--- config.mk ---
export PLATFORM = sky130hd
export DESIGN_NAME = expu_schraudolph
export DESIGN_NICKNAME = d
export VERILOG_FILES = /design/src/rtl/fpnew_pkg.sv /design/src/rtl/expu_schraudolph.sv
export SDC_FILE = /design/constraint.sdc
export NUM_CORES = 1
export LEC_CHECK = 0
export BUFFER_PORTS_ARGS = -buffer_cell sky130_fd_sc_hd__buf_2
export CELL_PAD_IN_SITES_DETAIL_PLACEMENT = 1
export CELL_PAD_IN_SITES_GLOBAL_PLACEMENT = 1
export CORE_ASPECT_RATIO = 1.5
export CORE_MARGIN = 10
export CORE_UTILIZATION = 49
export CTS_BUF_LIST = sky130_fd_sc_hd__clkbuf_16
export CTS_CLUSTER_DIAMETER = 120
export CTS_CLUSTER_SIZE = 40
export DETAILED_ROUTE_END_ITERATION = 6
export PLACE_DENSITY = 0.79
export SLEW_MARGIN = 5
export SYNTH_ARGS = -nofsm -noshare
export SYNTH_HDL_FRONTEND = slang
export SYNTH_SLANG_ARGS = --single-unit
export TNS_END_PERCENT = 20
--- constraint.sdc ---
create_clock -name clk_i -period 6.1 [get_ports clk_i]
set_input_delay 0 -clock clk_i [delete_from_list [all_inputs] [get_ports clk_i]]
set_output_delay 0 -clock clk_i [all_outputs]
set_load 0.005 [all_outputs]
--- src/rtl/fpnew_pkg.sv ---
// Floating-point format descriptors: the subset of the FPnew package that the exponential
// unit needs to size its datapath.
package fpnew_pkg;

    typedef enum logic [2:0] {
        FP32    = 3'd0,
        FP64    = 3'd1,
        FP16    = 3'd2,
        FP8     = 3'd3,
        FP16ALT = 3'd4
    } fp_format_e;

    function automatic int unsigned exp_bits(input fp_format_e fmt);
        case (fmt)
            FP32:    return 8;
            FP64:    return 11;
            FP16:    return 5;
            FP8:     return 5;
            FP16ALT: return 8;
            default: return 8;
        endcase
    endfunction

    function automatic int unsigned man_bits(input fp_format_e fmt);
        case (fmt)
            FP32:    return 23;
            FP64:    return 52;
            FP16:    return 10;
            FP8:     return 2;
            FP16ALT: return 7;
            default: return 7;
        endcase
    endfunction

    function automatic int unsigned fp_width(input fp_format_e fmt);
        return 1 + exp_bits(fmt) + man_bits(fmt);
    endfunction

endpackage

--- src/rtl/expu_schraudolph.sv ---
// Schraudolph exp(x) approximation: exponent field = bias + x*log2(e) in fixed point, written
// straight into the result bit pattern. Two-stage elastic pipeline; mantissa left uncorrected.
module expu_schraudolph #(
    parameter fpnew_pkg::fp_format_e FPFORMAT       = fpnew_pkg::FP16ALT,
    parameter int unsigned           LOG2E_FRACTION = 10,
    localparam int unsigned          WIDTH          = fpnew_pkg::fp_width(FPFORMAT)
) (
    input  logic             clk_i,
    input  logic             rst_ni,
    input  logic             clear_i,
    input  logic             valid_i,
    output logic             ready_o,
    input  logic [WIDTH-1:0] op_i,
    output logic             valid_o,
    input  logic             ready_i,
    output logic [WIDTH-1:0] res_o
);

    localparam int unsigned EXP   = fpnew_pkg::exp_bits(FPFORMAT);
    localparam int unsigned MANT  = fpnew_pkg::man_bits(FPFORMAT);
    localparam int unsigned BIAS  = (2 ** (EXP - 1)) - 1;
    localparam int unsigned LOG2E =
        int'($rtoi(1.4426950408889634 * (2.0 ** LOG2E_FRACTION) + 0.5));

    localparam int unsigned PW = MANT + 1 + LOG2E_FRACTION + 2;  // product width
    localparam int unsigned SW = PW + EXP;                       // room for left shift < EXP
    localparam int unsigned RW = SW + 2;                         // signed biased result
    localparam int unsigned EW = EXP + 2;                        // signed unbiased exponent

    localparam logic signed [RW-1:0] R_MIN   = RW'(1) << MANT;
    localparam logic signed [RW-1:0] R_MAX   = RW'((2 ** EXP) - 1) << MANT;
    localparam logic signed [RW-1:0] R_BIAS  = RW'(BIAS) << MANT;
    localparam logic [WIDTH-1:0]     RES_ONE = WIDTH'(BIAS) << MANT;
    localparam logic [WIDTH-1:0]     RES_INF = {1'b0, {EXP{1'b1}}, {MANT{1'b0}}};
    localparam logic [WIDTH-1:0]     RES_NAN = {1'b0, {EXP{1'b1}}, 1'b1, {(MANT - 1){1'b0}}};

    // Handshake
    logic s1_valid_q, s2_valid_q;
    logic s2_ready, s1_adv, in_fire;

    assign s2_ready = ~s2_valid_q | ready_i;
    assign s1_adv   = s1_valid_q & s2_ready;
    assign ready_o  = ~s1_valid_q | s1_adv;
    assign in_fire  = valid_i & ready_o;
    assign valid_o  = s2_valid_q;

    // Stage 1: unpack, classify, multiply by log2(e)
    logic [EXP-1:0]  exp_fld;
    logic [MANT-1:0] man_fld;
    logic [PW-1:0]   prod_d;
    logic [EW-1:0]   uexp_d;
    logic            zero_d, inf_d, nan_d, shovf_d;

    always_comb begin
        exp_fld = op_i[WIDTH-2 -: EXP];
        man_fld = op_i[MANT-1:0];
        prod_d  = PW'({1'b1, man_fld}) * PW'(LOG2E);
        uexp_d  = EW'({2'b00, exp_fld}) - EW'(BIAS);
        zero_d  = (exp_fld == '0);
        inf_d   = (exp_fld == '1) & (man_fld == '0);
        nan_d   = (exp_fld == '1) & (man_fld != '0);
        shovf_d = ~uexp_d[EW-1] & (uexp_d >= EW'(EXP));
    end

    logic [PW-1:0] prod_q;
    logic [EW-1:0] exp_q;
    logic          sign_q, zero_q, inf_q, nan_q, shovf_q;

    // Stage 2: align to Q.MANT, add to the bias, saturate
    logic [SW-1:0]          p_ext, z;
    logic [EW-1:0]          neg_exp;
    logic [31:0]            rsh;
    logic signed [RW-1:0]   zs, r;
    logic [WIDTH-1:0]       res_d;

    always_comb begin
        p_ext   = SW'(prod_q);
        neg_exp = -exp_q;
        rsh     = LOG2E_FRACTION + 32'(neg_exp);
        if (!exp_q[EW-1]) begin
            z = (p_ext << exp_q) >> LOG2E_FRACTION;
        end else begin
            // Shift amounts past the width flush to zero
            z = p_ext >> rsh;
        end
        zs = $signed({2'b00, z});
        r  = sign_q ? (R_BIAS - zs) : (R_BIAS + zs);

        res_d = {1'b0, r[WIDTH-2:0]};
        if (nan_q) begin
            res_d = RES_NAN;
        end else if (inf_q) begin
            res_d = sign_q ? '0 : RES_INF;
        end else if (zero_q) begin
            res_d = RES_ONE;
        end else if (shovf_q) begin
            res_d = sign_q ? '0 : RES_INF;
        end else if (r < R_MIN) begin
            res_d = '0;
        end else if (r >= R_MAX) begin
            res_d = RES_INF;
        end
    end

    logic [WIDTH-1:0] res_q;
    assign res_o = res_q;

    always_ff @(posedge clk_i or negedge rst_ni) begin
        if (!rst_ni) begin
            s1_valid_q <= 1'b0;
            s2_valid_q <= 1'b0;
            prod_q     <= '0;
            exp_q      <= '0;
            sign_q     <= 1'b0;
            zero_q     <= 1'b0;
            inf_q      <= 1'b0;
            nan_q      <= 1'b0;
            shovf_q    <= 1'b0;
            res_q      <= '0;
        end else begin
            if (clear_i) begin
                s1_valid_q <= 1'b0;
                s2_valid_q <= 1'b0;
            end else begin
                s1_valid_q <= in_fire | (s1_valid_q & ~s2_ready);
                s2_valid_q <= s1_adv | (s2_valid_q & ~ready_i);
            end
            if (in_fire) begin
                prod_q  <= prod_d;
                exp_q   <= uexp_d;
                sign_q  <= op_i[WIDTH-1];
                zero_q  <= zero_d;
                inf_q   <= inf_d;
                nan_q   <= nan_d;
                shovf_q <= shovf_d;
            end
            if (s1_adv) begin
                res_q <= res_d;
            end
        end
    end

endmodule

== Word-level counts from Yosys, hierarchy flattened ==
Index checks and enable logic that the tools add are counted.
W data, S select, Z words.

* Add/sub/neg operators: 5
* Multipliers: 1
* Order comparisons: 3
* Equal/unequal tests: 1
* Shift operators: 2
* Muxes and demuxes: 11
* Bitwise logic cells: 16
* Reduce and logical (&&, ||, !) cells: 3

{| class="wikitable"
|+ Operators with widths
! kind !! number
|-
| $mux W15 || 7
|-
| $ge A30 B16 Y1 const B || 1
|-
| $lt A30 B9 Y1 const B || 1
|-
| $mux W30 || 1
|-
| $add A14 B28 Y29 const A || 1
|-
| $sub A14 B28 Y29 const A || 1
|-
| $mux W28 || 1
|-
| $shl A19 B10 Y28 || 1
|-
| $shr A19 B11 Y28 || 1
|-
| $mul A8 B11 Y19 const B || 1
|-
| $add A4 B10 Y11 const A || 1
|-
| $ge A10 B4 Y1 const B || 1
|-
| $neg A10 Y10 || 1
|-
| $sub A8 B7 Y9 const B || 1
|-
| $eq A8 B8 Y1 const B || 1
|-
| $logic_not A8 Y1 || 1
|-
| $and A1 B1 Y1 || 7
|-
| $logic_not A7 Y1 || 1
|-
| $reduce_bool A7 Y1 || 1
|-
| $not A1 Y1 || 5
|-
| $or A1 B1 Y1 || 4
|-
| $mux W1 || 2
|}

* Flip-flop bits (word level): 52

== Longest topological paths before layout ==
* Depth after elaboration: 13
* Mapped depth: 25
* Depth with buffers taken out: 19

== Least setup slack after synthesis ==
OpenSTA, ideal clock, no wires.

* Path type: reg-to-reg
* Start: register exp_q[1]
* End: register res_q[10], in the netlist res_o[10]
* Library setup time: 0.094 ns
* Arrival: 4.590 ns
* Required time: 6.006 ns
* Path slack: 1.416 ns
* Stages on the path, launching flop included: 20
* Path through: dfrtp_1 > buf_2 > buf_2 > inv_1 > buf_4 > ha_1 > clkbuf_1 > or4b_2 > or2_2 > o21a_1 > o21ai_0 > a21oi_1 > ha_1 > a31o_2 > o32ai_2 > xnor2_1 > nor3_1 > a31oi_1 > a21o_1 > a211oi_1

* Word-level cells in the longest chain between the ends: 13

{| class="wikitable"
|+ Ends and longest elaborated chain
! element !! line !! RTL
|-
| start, declared || expu_schraudolph.sv:66 || <nowiki>logic [EW-1:0] exp_q;</nowiki>
|-
| start signal, assigned || expu_schraudolph.sv:130 || <nowiki>exp_q <= uexp_d;</nowiki>
|-
| $neg A10 Y10 || expu_schraudolph.sv:78 || <nowiki>neg_exp = -exp_q;</nowiki>
|-
| $add A4 B10 Y11 || expu_schraudolph.sv:79 || <nowiki>rsh = LOG2E_FRACTION + 32'(neg_exp);</nowiki>
|-
| $shr A19 B11 Y28 || expu_schraudolph.sv:84 || <nowiki>z = p_ext >> rsh;</nowiki>
|-
| $mux W28 * || expu_schraudolph.sv:80 || <nowiki>if (!exp_q[EW-1]) begin</nowiki>
|-
| $add A14 B28 Y29 / $sub A14 B28 Y29 (equally long branches) || expu_schraudolph.sv:87 || <nowiki>r = sign_q ? (R_BIAS - zs) : (R_BIAS + zs);</nowiki>
|-
| $mux W30 * || expu_schraudolph.sv:87 ||
|-
| $ge A30 B16 Y1 || expu_schraudolph.sv:100 || <nowiki>end else if (r >= R_MAX) begin</nowiki>
|-
| $mux W15 || expu_schraudolph.sv:100 ||
|-
| $mux W15 * || expu_schraudolph.sv:98 || <nowiki>end else if (r < R_MIN) begin</nowiki>
|-
| $mux W15 * || expu_schraudolph.sv:96 || <nowiki>end else if (shovf_q) begin</nowiki>
|-
| $mux W15 * || expu_schraudolph.sv:94 || <nowiki>end else if (zero_q) begin</nowiki>
|-
| $mux W15 * || expu_schraudolph.sv:92 || <nowiki>end else if (inf_q) begin</nowiki>
|-
| $mux W15 * || expu_schraudolph.sv:90 || <nowiki>if (nan_q) begin</nowiki>
|-
| end signal, assigned || expu_schraudolph.sv:138 || <nowiki>res_q <= res_d;</nowiki>
|-
| end, declared || expu_schraudolph.sv:105 || <nowiki>logic [WIDTH-1:0] res_q;</nowiki>
|}

Mark *: on every way between the ends. The rest lies on a longest branch, timed or not.
A chain may end at the register's enable or synchronous reset.

== Worst setup path in the final report ==
* Start: register exp_q[0]
* End: register res_q[0], in the netlist res_o[0]

Same word-level chain as after synthesis.

==> summary.txt <==
Clocking
  – Latest clock arrival within the worst-skew pair: 0.30 ns
  – TritonCTS Buffers: 5
  – CTS H-tree depth: 2
  – Sink Count: 50
  – Clock Tree Root: clkbuf_16
  – CTS max path bufs: 2
  – Setup Buffers After CTS: 0
  – Worst-path clk slew: 0.08 ns
  – CTS tree: done

Timing
  – Post-layout min period: 5.150 ns
  – Relative slew slack: 0.1698
  – Achievable Freq: 0.1942 GHz
  – Clk_skew: 0.007633 ns
  – Final Slew Violations: 0
  – Final hold vios: 0
  – Sum of negative setup slack: 0 ns
  – RSZ-0062 raised after global routing: no
  – Count of final setup violators: 0
  – Final period utilization: 0.8443
  – WHS: 0.01256 ns
  – Slew @ Worst Pin: 1.234 ns

Critical path
  – Req. time, crit path: 6.32 ns
  – Reg2reg start: exp_q[0]$_DFFE_PN0P_
  – Worst Setup End Kind: flip-flop
  – Critical path class: flip-flop to flip-flop
  – R2r setup slk: 0.95 ns
  – R2R cell count: 17
  – Slowest CP cell: dfrtp_2
  – CP arrival: 5.37 ns
  – Cell Chain, Critical Path: buf_4 > mux2i_1 > mux4_2 > mux2_2 > o21ai_1 > a22o_1 > inv_1 > ha_1 > o21ai_0 > mux2_2 > o21ai_0 > nor3_1 > nor2_1 > and3_1 > a31oi_1 > nand4_2 > o21ai_1
  – R2r endpoint: res_o[0]$_DFFE_PN0P_
  – Crit path launch type: flip-flop
  – Slowest Stage Delay on Critical Path: 0.76 ns
  – Worst-path fanout max: 27

Detailed routing
  – Number of vias per cell: 6.515
  – DRC: 0
  – Routed Antenna Nets: 0
  – 1st-iter DRT viols: 303
  – Drt wl/cell: 23.28 um
  – Routed wire length: 21350 um
  – Vias: 5974
  – Drt pass-1 iters: 5

Outcome
  – Outcome: completed

Yosys
  – Yosys warns: 0
  – Ys flop type: dfrtp_1
  – Netlist cell types: 83
  – Post-synth EDFFs: 0
  – Syn nets: 838
  – Syn Area/Cell: 8.762 um^2
  – Synth Cell Area: 6536 um^2
  – Synth async-reset ratio: 1.000
  – Register area share after synthesis: 0.1914
  – Synth top area share: 0.1914
  – Mapped Cells: 746
  – Post-synth top area cell: dfrtp_1
  – Synth area leaders: dfrtp_1 19%, ha_1 11%, mux2_2 4.8%, mux4_2 4.8%, fa_1 4.3%
  – Synthesis-stage register bit count: 50

Placed design
  – Placed cells: 904
  – Post-DP HPWL: 17430 um
  – I/O Buffers: 37
  – Gpl congestion: 0.9894

GRT
  – Vias in the first global route: 6528
  – Antenna violations before repair: 0
  – Global-route wire length before repair: 34020 um
  – All-Layer GR Usage: 0.2292
  – Grt total ovfl: 0
  – Largest net degree at the start of global routing: 59

Min path
  – Hold depth: 4
  – Class of the worst hold path: input pin to flip-flop
  – Hold Crit Endpoint: valid_o$_DFF_PN0_
  – Min-delay src: ready_i

Finish
  – Syn-to-layout area delta: 6.030%
  – Ratio of cells with drive above 1 in the final layout: 0.1636
  – Final core utilization: 0.5324
  – Fill cell count: 1570
  – Multi-input logic area: 4808 um^2
  – Nets: 849
  – Seq. cell area: 1252 um^2
  – Final Non-Filler Cells: 917
  – Diode count: 0

Run
  – Max cap viols: 0

Floorplan
  – Die ar.: 18450 um^2
  – Number of top-level pins: 39
  – Starting Density: 0.5021
  – Core Box Area: 13020 um^2
  – Die X: 114.3 um
  – # rows: 51
  – Die H: 161.5 um

Power and ir drop
  – PwrDens: 284.6 nW/um^2
  – Peak supply drop: 0.1270 mV
  – P_leak: 3.011 nW
[where the power goes]
part	switching [mW]	total [mW]	internal, mW
combinational	0.619	1.11	0.491
clock	0.147	0.304	0.157
sequential	0.155	0.559	0.404
[critical path: cells and delay by family, from the launching register on]
family	cells	cell delay, ns
multiplexers	4	1.15
AND/OR/NAND/NOR	4	0.88
adder cells (fa/ha/maj)	1	0.23
flip-flops	1	0.76
buffers and inverters	2	0.49
AO/OA/AOI/OAI	6	1.55
[routing by layer]
metal	part of all wire	global-route usage
met5	0	0
met4	0.059	0.1400
met3	0.033	0.03448
met2	0.57	0.4512
met1	0.34	0.2080
[layout make-up]
type                            instances  share of cell area
Tap cell                              159             0.02871
Clock buffer                            5             0.01805
Sequential cell                        50              0.1807
Timing Repair Buffer                   51             0.04369
Clock inverter                          3            0.004152
Inverter                               57             0.03087
Multi-Input combinational cell        592              0.6938
[metrics by stage]
stage	total power, mW	setup slack [ns]	cell area (um^2)
after floorplan	1.314	1.416	6536
after global placement	1.603	1.345	6726
after detailed placement	1.658	1.048	6726
after CTS	1.968	1.021	6930
after global routing	2.107	0.5979	6930
final	1.972	0.9496	6930
[placed cells by master (no fill, tap or decap), types with 6 or more instances in the layout]
| cell type | n |
|---|---|
| nand2_1 | 61 |
| inv_1 | 57 |
| ha_1 | 57 |
| nor2_1 | 49 |
| dfrtp_1 | 49 |
| o21ai_0 | 41 |
| buf_2 | 37 |
| a21oi_1 | 30 |
| mux2_2 | 28 |
| xnor2_1 | 26 |
| mux2i_1 | 24 |
| nor3_1 | 21 |
| nand3_1 | 20 |
| mux4_2 | 14 |
| fa_1 | 14 |
| a211oi_1 | 13 |
| xor2_1 | 11 |
| a31oi_1 | 11 |
| nor2b_1 | 10 |
| nand2b_1 | 9 |
| or3_1 | 9 |
| o21ai_1 | 9 |
| buf_4 | 9 |
| or2_2 | 7 |
| nand4_1 | 7 |
| and2_1 | 7 |
| o31ai_1 | 7 |
| mux4_1 | 6 |
[synthesized netlist by cell type, drive strengths merged (10+ instances only)]
master   n
nand2   62
ha      57
inv     57
o21ai   51
dfrtp   50
nor2    49
a21oi   31
mux2    29
xnor2   26
clkbuf  25
mux2i   24
buf     22
nor3    22
nand3   21
mux4    20
fa      14
a211oi  13
a31oi   12
xor2    11
nor2b   10
[how the worst max path moves through the flow]
stage / startpoint / slack (ns) / end / cells after the start
final: exp_q[0]$_DFFE_PN0P_ / 0.95 / res_o[0]$_DFFE_PN0P_ / 17
after global routing: exp_q[0]$_DFFE_PN0P_ / 0.60 / res_o[0]$_DFFE_PN0P_ / 18
after CTS: exp_q[0]$_DFFE_PN0P_ / 1.02 / res_o[0]$_DFFE_PN0P_ / 17
after detailed placement: exp_q[0]$_DFFE_PN0P_ / 1.05 / res_o[0]$_DFFE_PN0P_ / 17
after global placement: exp_q[0]$_DFFE_PN0P_ / 1.35 / res_o[9]$_DFFE_PN0P_ / 17
after floorplan: exp_q[1]$_DFFE_PN0P_ / 1.42 / res_o[10]$_DFFE_PN0P_ / 19
[kinds of logic (layout without fill, tap and decap cells)]
| group | Yosys count | after routing | synth area share |
|---|---|---|---|
| AO/OA/AOI/OAI | 180 | 180 | 0.1905 |
| XOR/XNOR | 37 | 37 | 0.04958 |
| adder cells (fa/ha/maj) | 71 | 71 | 0.1520 |
| buffers and inverters | 104 | 116 | 0.07332 |
| flip-flops | 50 | 50 | 0.1914 |
| multiplexers | 73 | 73 | 0.1596 |
| other | 1 | 1 | 0.0005737 |
| AND/OR/NAND/NOR | 230 | 230 | 0.1830 |
[flip-flops by register name, indices dropped and copies added, names as in the netlist]
signal and count:
nan_q 1, sign_q 1, s1_valid_q 1, shovf_q 1
inf_q 1, prod_q 19, valid_o 1, zero_q 1
res_o 15, exp_q 9
[what timing repair did]
action	4_1_cts	5_1_grt
hold buffers	5	0
resized for setup	0	0
endpoints found under the hold margin	54	0
setup endpoints to repair	0	0
(Power assumes the default switching activity.)
